File: src/rtl/lcd1602_pkg.sv
// Shared types, instruction codes and default bus timing for the LCD1602 write port.
package lcd1602_pkg;

  typedef enum logic [2:0] {
    ST_PWRUP = 3'd0,
    ST_IDLE  = 3'd1,
    ST_SETUP = 3'd2,
    ST_PULSE = 3'd3,
    ST_HOLD  = 3'd4,
    ST_EXEC  = 3'd5
  } lcd_state_e;

  localparam logic [7:0] FUNC_SET  = 8'h38;
  localparam logic [7:0] DISP_OFF  = 8'h08;
  localparam logic [7:0] CLEAR     = 8'h01;
  localparam logic [7:0] HOME      = 8'h02;
  localparam logic [7:0] ENTRY     = 8'h06;
  localparam logic [7:0] DISP_ON   = 8'h0C;
  localparam logic [7:0] ROW1_ADDR = 8'h80;
  localparam logic [7:0] ROW2_ADDR = 8'hC0;

  localparam int unsigned DEF_POWERUP_CYC   = 750000;
  localparam int unsigned DEF_SETUP_CYC     = 25;
  localparam int unsigned DEF_EN_HIGH_CYC   = 25;
  localparam int unsigned DEF_HOLD_CYC      = 10;
  localparam int unsigned DEF_EXEC_CYC      = 2000;
  localparam int unsigned DEF_EXEC_LONG_CYC = 80000;

  // Clear (0x01) and return-home (0x02/0x03) need the long execution wait.
  function automatic logic is_long_exec(input logic rs, input logic [7:0] data);
    return (rs == 1'b0) && (data[7:2] == 6'd0) && (data[1:0] != 2'd0);
  endfunction

  function automatic int unsigned max2(input int unsigned a, input int unsigned b);
    return (a > b) ? a : b;
  endfunction

endpackage

File: src/rtl/lcd1602_bus_if_delay_cnt.sv
// Loadable down-counter shared by every timing phase; saturates at zero.
module lcd1602_delay_cnt
  import lcd1602_pkg::*;
#(
  parameter int unsigned     W       = 20,
  parameter logic [W-1:0]    RST_VAL = '0
) (
  input  logic         clk_i,
  input  logic         rst_i,
  input  logic         load_i,
  input  logic [W-1:0] load_val_i,
  output logic         zero_o
);

  logic [W-1:0] count_q;

  always_ff @(posedge clk_i) begin
    if (rst_i) begin
      count_q <= RST_VAL;
    end else if (load_i) begin
      count_q <= load_val_i;
    end else if (count_q != '0) begin
      count_q <= count_q - W'(1);
    end else begin
      count_q <= count_q;
    end
  end

  assign zero_o = (count_q == '0);

endmodule

File: src/rtl/lcd1602_bus_if.sv
// HD44780 write-port stage: accepts one byte per handshake and owns all bus timing
// (power-up wait, setup, EN pulse, hold, execution delay).
module lcd1602_bus_if
  import lcd1602_pkg::*;
#(
  parameter int unsigned POWERUP_CYC   = DEF_POWERUP_CYC,
  parameter int unsigned SETUP_CYC     = DEF_SETUP_CYC,
  parameter int unsigned EN_HIGH_CYC   = DEF_EN_HIGH_CYC,
  parameter int unsigned HOLD_CYC      = DEF_HOLD_CYC,
  parameter int unsigned EXEC_CYC      = DEF_EXEC_CYC,
  parameter int unsigned EXEC_LONG_CYC = DEF_EXEC_LONG_CYC
) (
  input  logic       clk_i,
  input  logic       rst_i,
  input  logic       cmd_valid_i,
  output logic       cmd_ready_o,
  input  logic       cmd_rs_i,
  input  logic [7:0] cmd_data_i,
  output logic       busy_o,
  output logic       lcd_rs_o,
  output logic       lcd_rw_o,
  output logic       lcd_en_o,
  output logic [7:0] lcd_data_o
);

  localparam int unsigned MAX_CYC = max2(max2(max2(POWERUP_CYC, SETUP_CYC),
                                              max2(EN_HIGH_CYC, HOLD_CYC)),
                                         max2(EXEC_CYC, EXEC_LONG_CYC));
  localparam int unsigned CNT_W   = (MAX_CYC > 1) ? $clog2(MAX_CYC) : 1;

  if ((POWERUP_CYC < 1) || (SETUP_CYC < 1) || (EN_HIGH_CYC < 1) ||
      (HOLD_CYC < 1) || (EXEC_CYC < 1) || (EXEC_LONG_CYC < 1)) begin : g_param_err
    $error("lcd1602_bus_if: every timing parameter must be >= 1");
  end

  lcd_state_e       state_q;
  logic             cmd_ready_q;
  logic             busy_q;
  logic             lcd_rs_q;
  logic             lcd_en_q;
  logic [7:0]       lcd_data_q;
  logic             long_q;

  logic             accept;
  logic             cnt_zero;
  logic             cnt_load;
  logic [CNT_W-1:0] cnt_load_val;

  assign accept = cmd_valid_i && cmd_ready_q;

  lcd1602_delay_cnt #(
    .W       (CNT_W),
    .RST_VAL (CNT_W'(POWERUP_CYC - 1))
  ) u_delay_cnt (
    .clk_i      (clk_i),
    .rst_i      (rst_i),
    .load_i     (cnt_load),
    .load_val_i (cnt_load_val),
    .zero_o     (cnt_zero)
  );

  // Each phase reloads the counter with the length of the phase it enters.
  always_comb begin
    cnt_load     = 1'b0;
    cnt_load_val = '0;
    case (state_q)
      ST_IDLE: begin
        if (accept) begin
          cnt_load     = 1'b1;
          cnt_load_val = CNT_W'(SETUP_CYC - 1);
        end else begin
          cnt_load     = 1'b0;
        end
      end
      ST_SETUP: begin
        if (cnt_zero) begin
          cnt_load     = 1'b1;
          cnt_load_val = CNT_W'(EN_HIGH_CYC - 1);
        end else begin
          cnt_load     = 1'b0;
        end
      end
      ST_PULSE: begin
        if (cnt_zero) begin
          cnt_load     = 1'b1;
          cnt_load_val = CNT_W'(HOLD_CYC - 1);
        end else begin
          cnt_load     = 1'b0;
        end
      end
      ST_HOLD: begin
        if (cnt_zero) begin
          cnt_load     = 1'b1;
          cnt_load_val = long_q ? CNT_W'(EXEC_LONG_CYC - 1) : CNT_W'(EXEC_CYC - 1);
        end else begin
          cnt_load     = 1'b0;
        end
      end
      default: begin
        cnt_load     = 1'b0;
      end
    endcase
  end

  // Phase sequencing with every bus and handshake output registered.
  always_ff @(posedge clk_i) begin
    if (rst_i) begin
      state_q     <= ST_PWRUP;
      cmd_ready_q <= 1'b0;
      busy_q      <= 1'b1;
      lcd_rs_q    <= 1'b0;
      lcd_en_q    <= 1'b0;
      lcd_data_q  <= 8'h00;
      long_q      <= 1'b0;
    end else begin
      case (state_q)
        ST_PWRUP: begin
          if (cnt_zero) begin
            state_q     <= ST_IDLE;
            cmd_ready_q <= 1'b1;
            busy_q      <= 1'b0;
          end
        end
        ST_IDLE: begin
          if (accept) begin
            state_q     <= ST_SETUP;
            cmd_ready_q <= 1'b0;
            busy_q      <= 1'b1;
            lcd_rs_q    <= cmd_rs_i;
            lcd_data_q  <= cmd_data_i;
            long_q      <= is_long_exec(cmd_rs_i, cmd_data_i);
          end
        end
        ST_SETUP: begin
          if (cnt_zero) begin
            state_q  <= ST_PULSE;
            lcd_en_q <= 1'b1;
          end
        end
        ST_PULSE: begin
          if (cnt_zero) begin
            state_q  <= ST_HOLD;
            lcd_en_q <= 1'b0;
          end
        end
        ST_HOLD: begin
          if (cnt_zero) begin
            state_q <= ST_EXEC;
          end
        end
        ST_EXEC: begin
          if (cnt_zero) begin
            state_q     <= ST_IDLE;
            cmd_ready_q <= 1'b1;
            busy_q      <= 1'b0;
          end
        end
        default: begin
          state_q     <= ST_PWRUP;
          cmd_ready_q <= 1'b0;
          busy_q      <= 1'b1;
          lcd_en_q    <= 1'b0;
        end
      endcase
    end
  end

  assign cmd_ready_o = cmd_ready_q;
  assign busy_o      = busy_q;
  assign lcd_rs_o    = lcd_rs_q;
  assign lcd_rw_o    = 1'b0;
  assign lcd_en_o    = lcd_en_q;
  assign lcd_data_o  = lcd_data_q;

endmodule

File: config.mk
export PLATFORM = sky130hd
export DESIGN_NAME = lcd1602_bus_if
export DESIGN_NICKNAME = d
export VERILOG_FILES = /design/src/rtl/lcd1602_pkg.sv /design/src/rtl/lcd1602_bus_if_delay_cnt.sv /design/src/rtl/lcd1602_bus_if.sv
export SDC_FILE = /design/constraint.sdc
export NUM_CORES = 1
export LEC_CHECK = 0
export ABC_CLOCK_PERIOD_IN_PS = 2300
export BUFFER_PORTS_ARGS = -buffer_cell sky130_fd_sc_hd__buf_4
export CAP_MARGIN = 20
export CORE_MARGIN = 3
export CORE_UTILIZATION = 40
export DETAILED_ROUTE_END_ITERATION = 8
export MAX_ROUTING_LAYER = met4
export SETUP_SLACK_MARGIN = 0.5
export SYNTH_ARGS = -nofsm -noshare
export SYNTH_HDL_FRONTEND = slang
export SYNTH_SLANG_ARGS = --single-unit
export TNS_END_PERCENT = 50
File: constraint.sdc
create_clock -name clk_i -period 2.3 [get_ports clk_i]
set_input_delay 0.345 -clock clk_i [delete_from_list [all_inputs] [get_ports clk_i]]
set_output_delay 0.345 -clock clk_i [all_outputs]
set_load 0.02 [all_outputs]
; Word-level counts from Yosys, hierarchy flattened
; Index checks and enable logic that the tools add are counted.
[totals]
input_bits = 12
reg_bits = 36
wordCells = 62
[classes]
muxes = 24
add_sub_neg = 1
eq_ne = 10
n_reduce_logical = 16
n_bitwise = 3
[ops]
columns = operator, count
row1 = $pmux 17 s4, 1
row2 = $mux 20, 2
row3 = $mux 17, 2
row4 = $logic_not 20->1, 1
row5 = $reduce_bool 20->1, 1
row6 = $sub 20x1->20 const B, 1
row7 = $mux 3, 5
row8 = $pmux 3 s5, 1
row9 = $mux 5, 2
row10 = $pmux 1 s3, 3
row11 = $ne 2x2->1 const B, 4
row12 = $eq 3x2->1 const B, 2
row13 = $eq 3x3->1 const B, 2
row14 = $logic_not 6->1, 1
row15 = $mux 1, 6
row16 = $reduce_and 3->1, 2
row17 = $reduce_and 5->1, 1
row18 = $mux 4, 1
row19 = $reduce_bool 2->1, 2
row20 = $reduce_or 4->1, 1
row21 = $eq 3x1->1 const B, 1
row22 = $logic_and 1x1->1, 3
row23 = $logic_not 3->1, 1
row24 = $not 1->1, 3
row25 = 5 further kinds, 5

; Longest topological paths before layout
[logic_depth]
depth_word = 4
depth_mapped = 8
mapped_depth_nobuf = 7

; Cells and area by module
; A second synthesis with hierarchy kept.
[hier_totals]
cells_unflattened = 239
hier_area_um2 = 1895.6
[by_module_without_submodules]
columns = module, n_inst, area_each_um2, seq_area_each_um2, cells_each
row1 = lcd1602_delay_cnt, 1, 1136.1, 400.4, 138
row2 = lcd1602_bus_if, 1, 759.5, 320.3, 101

; Worst setup path before layout
; No wires, ideal clock.
[synth_timing]
path_type = reg2reg
startpoint = register u_delay_cnt.count_q[0]
endpoint = register u_delay_cnt.count_q[11]
t_arrival_ns = 1.884
path_slack_ns = 0.297
n_path_buf = 1
path_stages_with_launch = 9
period_less_slack_ns = 2.003
path_cell_list = dfxtp_1 > inv_1 > ha_1 > nor4b_2 > nand4_2 > or3_1 > buf_2 > o21a_1 > o221a_1
[synth_between]
elab_chain_len = 4
elab_cells_between_ends = 10
[synth_lines]
columns = element, line_no
row1 = start: declaration, lcd1602_bus_if_delay_cnt.sv:15  ; logic [W-1:0] count_q;
row2 = start signal: assignment, lcd1602_bus_if_delay_cnt.sv:21  ; count_q <= load_val_i;
row3 = start signal: assignment, lcd1602_bus_if_delay_cnt.sv:23  ; count_q <= count_q - W'(1);
row4 = start signal: assignment, lcd1602_bus_if_delay_cnt.sv:25  ; count_q <= count_q;
row5 = branches (longest 4 deep; another with $sub 20x1->20), n/a
; Parallel ways; which one is timed is not known. The select of a mux whose other input is x is not followed.
; A chain may end at the register's enable or synchronous reset.

; Final worst setup path
[layout_timing]
startpoint = register u_delay_cnt.count_q[3]
endpoint = register u_delay_cnt.count_q[17]
[layout_between]
elab_chain_len = 4
elab_cells_between_ends = 8
[layout_lines]
columns = element
row1 = branches (longest 4 deep; another with $sub 20x1->20)
; Parallel ways; which one is timed is not known. The select of a mux whose other input is x is not followed.

==> results.sh <==
export IMPL_status="completed"
export IMPL_synth_xor_area_share_pct=3.71
export IMPL_period_needed_ns=1.94
export IMPL_io_buffers=23
export IMPL_synthAdderAreaFrac_pct=1.32
export IMPL_synth_compound_area_share_pct=24.0
export IMPL_rr_endpoint="u_delay_cnt.count_q[17]"
export IMPL_tns_ns=0
export IMPL_drv_cap=0
export IMPL_reg2reg_depth=6
export IMPL_fmax_mhz=515
export IMPL_crit_chain="nor4_4 -> buf_4 -> nand3_4 -> or2_4 -> o311a_1 -> a311o_1"
export IMPL_drtPass1Iterations=4
export IMPL_dp_cells=308
export IMPL_insertion_delay_ns=0.30
export IMPL_grt_usage_pct=21.2
export IMPL_core_area_mm2=0.00444
export IMPL_syn_to_final_growth_pct=42.6
export IMPL_muxShareOfSynthArea_pct=0
export IMPL_slew_viol_final=0
export IMPL_fp_dieW_um=74.8
export IMPL_leakagePower_nw=0.934
export IMPL_synth_cells=230
export IMPL_final_core_util_pct=60.6
export IMPL_ant_nets=0
export IMPL_dpl_hpwl_um=3640
export IMPL_cts_tree="built"
export IMPL_p_per_area_mw_per_mm2=464
export IMPL_synth_edf_count=0
export IMPL_netlist_cell_type_count=53
export IMPL_final_area_mm2=0.00270
export IMPL_layout_cells_non_filler=337
export IMPL_numCtsBuffers=5
export IMPL_slowest_delay_ns=0.36
export IMPL_crit_arrival_ns=2.13
export IMPL_synth_simple_area_share_pct=29.3
export IMPL_irDropWorstVdd_mv=0.293
export IMPL_final_cell_mix="buf_4, nand2_1, dfxtp_1"
export IMPL_syn_nets=244
export IMPL_ioPinCount=25
export IMPL_slowest_stage="dfxtp_4"
export IMPL_synth_top_family_by_area="simple AND/OR/NAND/NOR gates"
export IMPL_drc=0
export IMPL_period_share_pct=84.4
export IMPL_nNetsFinal=298
export IMPL_min_path_cells=3
export IMPL_finalWirelength_um=5680
export IMPL_worstHoldStart="cmd_data_i[0]"
export IMPL_finalClockSkew_ns=0.00637
export IMPL_grt_pass1_wl_um=8620
export IMPL_htreeDepth=2
export IMPL_dieArea_mm2=0.00559
export IMPL_diodes=0
export IMPL_min_to="lcd_data_o[0]"
export IMPL_critical_path_startpoint="u_delay_cnt.count_q[3]"
export IMPL_viasPerCell=5.89
export IMPL_netlist_area_mm2=0.00189
export IMPL_crit_fanout=5
export IMPL_crit_type="reg -> reg"
export IMPL_ctsHoldBuffers=0
export IMPL_clock_sinks=36
export IMPL_finalHoldViolations=0
export IMPL_rrSetupSlack_ns=0.36
export IMPL_place_congestion=0.886
export IMPL_cp_end_kind="flop"
export IMPL_synth_seq_cells=36
export IMPL_grt_antenna_before_repair=0
export IMPL_overflow=0
export IMPL_clk_path_buf_depth=2
export IMPL_grt_max_degree=23
export IMPL_die_h_um=74.8
export IMPL_first_global_vias=1705
export IMPL_cp_start_kind="flop"
export IMPL_layout_commonest_cell="buf_4"
export IMPL_reg2reg_from="u_delay_cnt.count_q[3]"
export IMPL_num_vias=1984
export IMPL_drt_iter0_markers=152
export IMPL_required_ns=2.49
export IMPL_async_reset_ff_share_pct=0
export IMPL_path_clk_slew_ns=0.07
export IMPL_placementRows=24
export IMPL_power_mw=1.25
export IMPL_syn_avg_cell_area_um2=8.22
export IMPL_grt_setup_unrepaired="true"
export IMPL_ys_seq_area_share_pct=38.1
export IMPL_initial_utilization_pct=42.5
export IMPL_root_buffer="clkbuf_8"
export IMPL_min_path_type="in -> reg"
export IMPL_finalSetupViolCount=0
export IMPL_synth_main_ff_cell="dfxtp_1"
export IMPL_placed_cell_area_mm2=0.00220
export IMPL_drive_gt1_share_pct=39.6
export IMPL_wl_per_cell_um=16.8
export IMPL_ys_warn_count=0
where the power goes:
group / internal [mW] / switching (mW)
logic: 0.0330 / 0.0361
clock network: 0.322 / 0.232
registers: 0.625 / 0.00496
synth_stat cells, types with 5 or more instances:
cell      number  area [um^2]
a21oi_1       27          135
clkbuf_1       6         22.5
dfxtp_1       36          721
nand2_1       32          120
nand3_1        6         30.0
nor2_1        14         52.6
nor3_1         8         40.0
o21ai_0       16         80.1
or3_1          7         43.8
xnor2_1        5         43.8
final cells by class:
cell class	count	area, um^2
flip-flops and latches	36	737
inverters	5	18.8
clock inverters	2	35.0
fillers	390	1750
multi-input cells	179	1320
repair buffers	57	450
well taps	52	65.1
clock buffers	6	72.6
metrics by stage:
stage	worst slack, ns	hold WS, ns
finish	0.358	0.299
global route	0.279	0.291
CTS	0.379	0.293
detailed placement	0.168	0.449
global placement	0.101	0.447
floorplan	0.356	0.445
repair_timing:
action | CTS | global route
endpoints found under the setup margin | 22 | 23
resized for setup | 24 | 37
pin swaps | 9 | 16
setup buffers | 10 | 10
gates cloned | 0 | 1
endpoints found under the hold margin | 0 | 0
critical path, delay by kind of cell, from the launching register on:
| family | cells | cell delay, ns |
|---|---|---|
| AO/OA/AOI/OAI | 2 | 0.65 |
| buffers and inverters | 1 | 0.19 |
| flip-flops | 1 | 0.36 |
| AND/OR/NAND/NOR | 3 | 0.62 |
routing by layer:
layer,track usage [%],vias to the layer above,wire length (um)
li1,-,958,-
met1,28.0,947,2550
met2,32.1,67,2690
met3,4.67,12,294
met4,6.92,0,137
met5,-,-,0
registers in the layout, summed over array words and instances, names as in the netlist:
| register | flops |
|---|---|
| lcd_en_o | 1 |
| cmd_ready_o | 1 |
| state_q | 3 |
| busy_o | 1 |
| u_delay_cnt.count_q | 20 |
| long_q | 1 |
| lcd_rs_o | 1 |
| lcd_data_o | 8 |
worst max path at each step:
stage / endpoint / cells past startpoint / slack (ns)
after floorplan: u_delay_cnt.count_q[11] / 6 / 0.36
after CTS: u_delay_cnt.count_q[19] / 8 / 0.38
after detailed placement: u_delay_cnt.count_q[17] / 6 / 0.17
after global routing: u_delay_cnt.count_q[17] / 5 / 0.28
after global placement: u_delay_cnt.count_q[17] / 6 / 0.10
final: u_delay_cnt.count_q[17] / 6 / 0.36
cells by family after synthesis:
group	count (synthesis)
flops	36
other cells	1
simple gates	98
fa+ha+maj	2
buf+inv	15
compound gates	70
xor+xnor	8
Power figures use the tool's default switching activity.
